===== config.mk =====
export PLATFORM = sky130hd
export DESIGN_NAME = uart_rx
export DESIGN_NICKNAME = d
export VERILOG_FILES = /design/src/rtl/uart_rx.sv
export SDC_FILE = /design/constraint.sdc
export NUM_CORES = 1
export LEC_CHECK = 0
export CAP_MARGIN = 10
export CORE_ASPECT_RATIO = 1.25
export CORE_MARGIN = 3
export CORE_UTILIZATION = 45
export CTS_CLUSTER_SIZE = 12
export DETAILED_ROUTE_END_ITERATION = 7
export HOLD_SLACK_MARGIN = 0.06
export PLACE_DENSITY = 0.67
export REMOVE_ABC_BUFFERS = 1
export SLEW_MARGIN = 40
export SYNTH_ARGS = -nofsm -noshare
export SYNTH_HDL_FRONTEND = slang
export SYNTH_SLANG_ARGS = --single-unit
export TNS_END_PERCENT = 20

===== constraint.sdc =====
create_clock -name clk -period 2.1 [get_ports clk]
set_input_delay 0.21 -clock clk [delete_from_list [all_inputs] [get_ports clk]]
set_output_delay 0.21 -clock clk [all_outputs]
set_load 0.01 [all_outputs]

===== src/rtl/uart_rx.sv =====
// uart_rx: oversampling asynchronous serial receiver (start + DATA_BITS + [even parity] + stop).
// Latency: 2 clk synchronizer, then result pulses one clk after the mid-stop-bit tick.
// Backpressure: none; rx_data is overwritten by every correctly framed word.
//
// Ports:
//   clk, rst       sole clock, synchronous active-high reset
//   s_tick         one-clk strobe, OVERSAMPLE per bit time
//   rx             asynchronous serial line, idle high
//   rx_data        last correctly framed word (LSB received first)
//   rx_valid       one-clk pulse, rx_data updated in that cycle
//   frame_err      one-clk pulse, stop bit sampled low
//   parity_err     one-clk pulse, even-parity mismatch (tied 0 unless parity is built)
//   rx_busy        high whenever the receiver is not idle
//
// Optional feature: define UART_RX_PARITY_EN to add an even-parity bit after the data bits.
module uart_rx #(
    parameter int DATA_BITS  = 8,
    parameter int OVERSAMPLE = 16
) (
    input  logic                 clk,
    input  logic                 rst,
    input  logic                 s_tick,
    input  logic                 rx,
    output logic [DATA_BITS-1:0] rx_data,
    output logic                 rx_valid,
    output logic                 frame_err,
    output logic                 parity_err,
    output logic                 rx_busy
);

    localparam int CW = $clog2(OVERSAMPLE);
    localparam int IW = $clog2(DATA_BITS);
    localparam logic [CW-1:0] HALF     = CW'(OVERSAMPLE / 2 - 1);
    localparam logic [CW-1:0] LAST     = CW'(OVERSAMPLE - 1);
    localparam logic [IW-1:0] LAST_BIT = IW'(DATA_BITS - 1);

`ifdef UART_RX_PARITY_EN
    typedef enum logic [2:0] {IDLE, START, DATA, PARITY, STOP} state_t;
`else
    typedef enum logic [2:0] {IDLE, START, DATA, STOP} state_t;
`endif

    state_t               state;
    logic                 rx_m;
    logic                 rx_s;
    logic                 rx_prev;   // rx_s as seen on the previous tick, for edge detection
    logic [CW-1:0]        cnt;
    logic [IW-1:0]        bit_idx;
    logic [DATA_BITS-1:0] shreg;
    logic                 par_bad;

`ifdef UART_RX_PARITY_EN
    logic par_bit;
    logic par_err_q;
    // Even parity: data bits XOR parity bit must be zero.
    assign par_bad    = (^shreg) ^ par_bit;
    assign parity_err = par_err_q;
`else
    assign par_bad    = 1'b0;
    assign parity_err = 1'b0;
`endif

    assign rx_busy = (state != IDLE);

    always_ff @(posedge clk) begin
        if (rst) begin
            state     <= IDLE;
            rx_m      <= 1'b1;
            rx_s      <= 1'b1;
            // Cleared so a line that is already low when reset drops is not mistaken
            // for a falling edge; it must be seen high on a tick first.
            rx_prev   <= 1'b0;
            cnt       <= '0;
            bit_idx   <= '0;
            shreg     <= '0;
            rx_data   <= '0;
            rx_valid  <= 1'b0;
            frame_err <= 1'b0;
`ifdef UART_RX_PARITY_EN
            par_bit   <= 1'b0;
            par_err_q <= 1'b0;
`endif
        end else begin
            rx_m      <= rx;
            rx_s      <= rx_m;
            rx_valid  <= 1'b0;
            frame_err <= 1'b0;
`ifdef UART_RX_PARITY_EN
            par_err_q <= 1'b0;
`endif
            // All timing state moves only on ticks.
            if (s_tick) begin
                rx_prev <= rx_s;
                case (state)
                    IDLE: begin
                        if (rx_prev && !rx_s) begin
                            state <= START;
                            cnt   <= '0;
                        end
                    end
                    START: begin
                        // Re-check the line in the middle of the start bit; a high
                        // level here means the edge was a glitch.
                        if (cnt == HALF) begin
                            cnt     <= '0;
                            bit_idx <= '0;
                            state   <= rx_s ? IDLE : DATA;
                        end else begin
                            cnt <= cnt + 1'b1;
                        end
                    end
                    DATA: begin
                        if (cnt == LAST) begin
                            cnt   <= '0;
                            shreg <= {rx_s, shreg[DATA_BITS-1:1]};
                            if (bit_idx == LAST_BIT) begin
                                bit_idx <= '0;
`ifdef UART_RX_PARITY_EN
                                state   <= PARITY;
`else
                                state   <= STOP;
`endif
                            end else begin
                                bit_idx <= bit_idx + 1'b1;
                            end
                        end else begin
                            cnt <= cnt + 1'b1;
                        end
                    end
`ifdef UART_RX_PARITY_EN
                    PARITY: begin
                        if (cnt == LAST) begin
                            cnt     <= '0;
                            par_bit <= rx_s;
                            state   <= STOP;
                        end else begin
                            cnt <= cnt + 1'b1;
                        end
                    end
`endif
                    STOP: begin
                        if (cnt == LAST) begin
                            cnt   <= '0;
                            state <= IDLE;
                            // A framing error masks any parity result.
                            if (!rx_s) begin
                                frame_err <= 1'b1;
                            end else if (par_bad) begin
`ifdef UART_RX_PARITY_EN
                                par_err_q <= 1'b1;
`endif
                            end else begin
                                rx_data  <= shreg;
                                rx_valid <= 1'b1;
                            end
                        end else begin
                            cnt <= cnt + 1'b1;
                        end
                    end
                    default: begin
                        state <= IDLE;
                        cnt   <= '0;
                    end
                endcase
            end
        end
    end

endmodule


==> metrics.txt <==
# TYPE chip_impl_metric gauge
chip_impl_info{name="run_status",value="finished clean"} 1
chip_impl_metric{name="cts.repair_timing.setup_buffer_count",unit=""} 0
chip_impl_metric{name="detail_route.wl_per_cell",unit="µm"} 12.1
chip_impl_metric{name="critical_path_arrival",unit="ns"} 1.60
chip_impl_metric{name="largest_net_degree_at_the_start_of_global_routing",unit=""} 19
chip_impl_info{name="min_path_type",value="flip-flop to flip-flop"} 1
chip_impl_metric{name="combPwrFrac",unit="%"} 2.9
chip_impl_metric{name="postSynthCellCount",unit=""} 127
chip_impl_metric{name="nets",unit=""} 150
chip_impl_metric{name="area.growth.synth_to_final",unit="%"} 17.4
chip_impl_metric{name="tritoncts.num_buffers",unit=""} 5
chip_impl_metric{name="post_cts_resize_count",unit=""} 0
chip_impl_metric{name="preCtsSetupSlack",unit="ns"} 0.165
chip_impl_metric{name="holdBufCountCts",unit=""} 0
chip_impl_metric{name="dieArea",unit="µm²"} 3440
chip_impl_metric{name="synth-seq-area-share",unit="%"} 48.2
chip_impl_metric{name="grt_overflow",unit=""} 0
chip_impl_metric{name="report.final.hold_viol_count",unit=""} 0
chip_impl_metric{name="timing.max_slew.rel_slack",unit="%"} 59.7
chip_impl_metric{name="n_antenna_cell",unit=""} 0
chip_impl_metric{name="coreArea",unit="µm²"} 2530
chip_impl_metric{name="postLayoutSetupSlackWorst",unit="ns"} 0.294
chip_impl_metric{name="net-switching-power",unit="µW"} 208
chip_impl_metric{name="die_h",unit="µm"} 64.8
chip_impl_metric{name="floorplan.rows",unit=""} 20
chip_impl_metric{name="sink_count",unit=""} 30
chip_impl_metric{name="grt_usage",unit="%"} 15.5
chip_impl_metric{name="htree_levels",unit=""} 2
chip_impl_metric{name="yosysWarnings",unit=""} 0
chip_impl_metric{name="clock_latency",unit="ns"} 0.32
chip_impl_metric{name="final_layout_size_suffix_gt1_share",unit="%"} 11.8
chip_impl_info{name="cts_root_buffer",value="sky130_fd_sc_hd__clkbuf_4"} 1
chip_impl_metric{name="setup_violations",unit=""} 0
chip_impl_metric{name="drt_iter0_markers",unit=""} 3
chip_impl_info{name="setup.worst_path.end_class",value="primary output"} 1
chip_impl_metric{name="dr_total_vias",unit=""} 896
chip_impl_metric{name="path_max_fanout",unit=""} 10
chip_impl_metric{name="leakagePower",unit="nW"} 0.622
chip_impl_metric{name="clk_pin_slew",unit="ns"} 0.09
chip_impl_metric{name="place.detailed.hpwl",unit="mm"} 1.55
chip_impl_metric{name="yosysUniqueCellTypes",unit=""} 34
chip_impl_metric{name="drc_errors",unit=""} 0
chip_impl_metric{name="ir_worst_vdd",unit="mV"} 0.437
chip_impl_metric{name="postRouteAntennaNets",unit=""} 0
chip_impl_metric{name="globalplace.congestion",unit=""} 0.745
chip_impl_metric{name="max_slew.worst_pin.slew",unit="ns"} 0.602
chip_impl_metric{name="die-width",unit="µm"} 53.0
chip_impl_metric{name="grt_first_pass_wirelength",unit="mm"} 3.91
chip_impl_metric{name="initial_antenna_violation_count",unit=""} 0
chip_impl_info{name="grt_setup_unrepaired",value="no"} 1
chip_impl_metric{name="clock-skew-final",unit="ns"} 0.00590
chip_impl_metric{name="starting_density",unit="%"} 49.3
chip_impl_metric{name="setup_total_negative_slack",unit="ns"} 0
chip_impl_metric{name="power.density_cell_area",unit="nW/µm²"} 654
chip_impl_metric{name="max_cap_viol_count",unit=""} 0
chip_impl_info{name="worst_setup_path_start_kind",value="flip-flop"} 1
chip_impl_metric{name="achievable-frequency",unit="MHz"} 554
chip_impl_metric{name="share_seq_of_total_power",unit="%"} 60.2
chip_impl_metric{name="sw_frac_of_total",unit="%"} 21.8
chip_impl_metric{name="final-max-slew-violation-count",unit=""} 0
chip_impl_metric{name="clockPowerShare",unit="%"} 37.0
chip_impl_metric{name="design.portCount",unit=""} 16
chip_impl_info{name="tritoncts",value="built"} 1
chip_impl_metric{name="reg2reg_depth",unit=""} 5
chip_impl_metric{name="layout_min_cycle_time",unit="ns"} 1.81
chip_impl_info{name="crit_type",value="flip-flop to primary output"} 1
chip_impl_metric{name="syn_area_per_cell",unit="µm²"} 9.80
chip_impl_metric{name="hold_depth",unit=""} 1
chip_impl_metric{name="portBuffers",unit=""} 14
chip_impl_metric{name="synth-seq-cells",unit=""} 30
chip_impl_metric{name="critPathRequiredTime",unit="ns"} 1.89
chip_impl_metric{name="avgViaCountPerCell",unit=""} 5.06
chip_impl_metric{name="cell_int_power",unit="µW"} 747
chip_impl_metric{name="detailedRoute.firstPassIterationCount",unit=""} 4
chip_impl_metric{name="first_global_vias",unit=""} 882
chip_impl_metric{name="finalCritPeriodShare",unit="%"} 86.0
chip_impl_metric{name="mappedNetlistArea",unit="µm²"} 1240
chip_impl_metric{name="clk_path_buf_depth",unit=""} 2
chip_impl_metric{name="postRouteWirelength",unit="mm"} 2.14
chip_impl_metric{name="n_fill_cell",unit=""} 236
-- layout by cell type (no fill, tap or decap), types with 2 or more instances in the layout --
cell type	count
sky130_fd_sc_hd__nor2b_1	2
sky130_fd_sc_hd__nand3_1	3
sky130_fd_sc_hd__o21ai_0	3
sky130_fd_sc_hd__buf_4	3
sky130_fd_sc_hd__clkbuf_4	5
sky130_fd_sc_hd__nor3_1	2
sky130_fd_sc_hd__a31oi_1	3
sky130_fd_sc_hd__clkdlybuf4s50_1	14
sky130_fd_sc_hd__nand2_1	4
sky130_fd_sc_hd__mux2i_1	19
sky130_fd_sc_hd__inv_1	2
sky130_fd_sc_hd__a21oi_1	5
sky130_fd_sc_hd__dfxtp_1	30
sky130_fd_sc_hd__and2_1	2
sky130_fd_sc_hd__ha_1	3
sky130_fd_sc_hd__nor2_1	22
sky130_fd_sc_hd__or2_2	3
-- power by group through the flow --
stage               registers, mW  logic (mW)  clock network (mW)
floorplan                   0.587     0.00842                   0
finish                      0.575      0.0273               0.353
CTS                         0.575      0.0276               0.376
global route                0.576      0.0310               0.398
detailed placement          0.588      0.0275                   0
global placement            0.588      0.0272                   0
-- Yosys cell counts (all sizes together) --
master / number / area (µm²)
nor2b: 2 / 12.5
mux2: 1 / 11.3
nor3: 2 / 10.0
dfxtp: 30 / 601
nand3b: 1 / 7.51
and3b: 1 / 8.76
or4: 1 / 7.51
conb: 1 / 3.75
ha: 3 / 37.5
a22oi: 1 / 7.51
and4: 1 / 8.76
inv: 2 / 7.51
nor3b: 1 / 12.5
nand4: 1 / 12.5
a211oi: 1 / 7.51
nor2: 22 / 82.6
and3: 1 / 6.26
buf: 5 / 36.3
or2: 3 / 18.8
a21oi: 5 / 25.0
o21ai: 4 / 23.8
clkbuf: 3 / 11.3
or4b: 1 / 10.0
nand2: 4 / 15.0
a2111oi: 1 / 8.76
nand2b: 1 / 6.26
mux2i: 19 / 190
xnor2: 1 / 8.76
and2: 2 / 12.5
a31oi: 3 / 18.8
nand3: 3 / 15.0
-- layout make-up --
type                       count  area, µm²  share of cell area [%]
multi-input combinational     87        589                    40.3
tap                           33       41.3                    2.83
clock buffer                   7       55.1                    3.77
sequential                    30        601                    41.1
clock inverter                 1       5.00                   0.342
inverter                       2       7.51                   0.514
timing repair buffer          17        163                    11.1
-- worst paths after layout --
check / start / end / slack, ns
max: state[1] / rx_busy / 0.29
min: rx_m / rx_s / 0.42
max reg2reg: cnt[0] / rx_data[3] / 0.32
min reg2reg: rx_m / rx_s / 0.42
-- per-layer routing --
metal | global-route usage, % | up-vias | wire [µm]
met5 | 0 | - | 0
met4 | 5.75 | 0 | 25
met3 | 5.52 | 2 | 73
met2 | 24.1 | 16 | 1060
met1 | 19.5 | 405 | 984
li1 | - | 473 | -
-- registers in the layout, indices dropped and copies added (netlist names) --
name       flops
rx_m           1
rx_prev        1
cnt            4
bit_idx        3
rx_s           1
frame_err      1
rx_data        8
state          2
rx_valid       1
shreg          8
-- metrics by stage --
stage | power (mW) | instance area, µm² | cells | hold WS (ns) | utilization (%)
2_1_floorplan | 0.596 | 1200 | 119 | 0.279 | -
3_3_place_gp | 0.615 | 1400 | 169 | 0.393 | 55.4
3_5_place_dp | 0.616 | 1400 | 169 | 0.403 | 55.4
4_1_cts | 0.979 | 1460 | 177 | 0.414 | 57.8
5_1_grt | 1.01 | 1460 | 177 | 0.425 | 57.8
6_report | 0.955 | 1460 | 177 | 0.421 | 57.8
-- critical path: stages, from the launching register on --
cell                              delay, ns
sky130_fd_sc_hd__dfxtp_1               0.54
sky130_fd_sc_hd__or2_2                 0.20
sky130_fd_sc_hd__clkdlybuf4s50_1       0.53
-- cells by family (layout without fill, tap and decap cells) --
| family | Yosys count | after routing | synth area share [%] |
|---|---|---|---|
| xor gates and xnor gates | 1 | 1 | 0.704 |
| buffers and inverters | 10 | 27 | 4.42 |
| adders and majority gates | 3 | 3 | 3.02 |
| other | 1 | 1 | 0.301 |
| and+or+nand+nor | 47 | 47 | 19.8 |
| DFF | 30 | 30 | 48.2 |
| AOI/OAI and AO/OA | 15 | 15 | 7.34 |
| muxes | 20 | 20 | 16.2 |
Power figures use the tool's default switching activity.
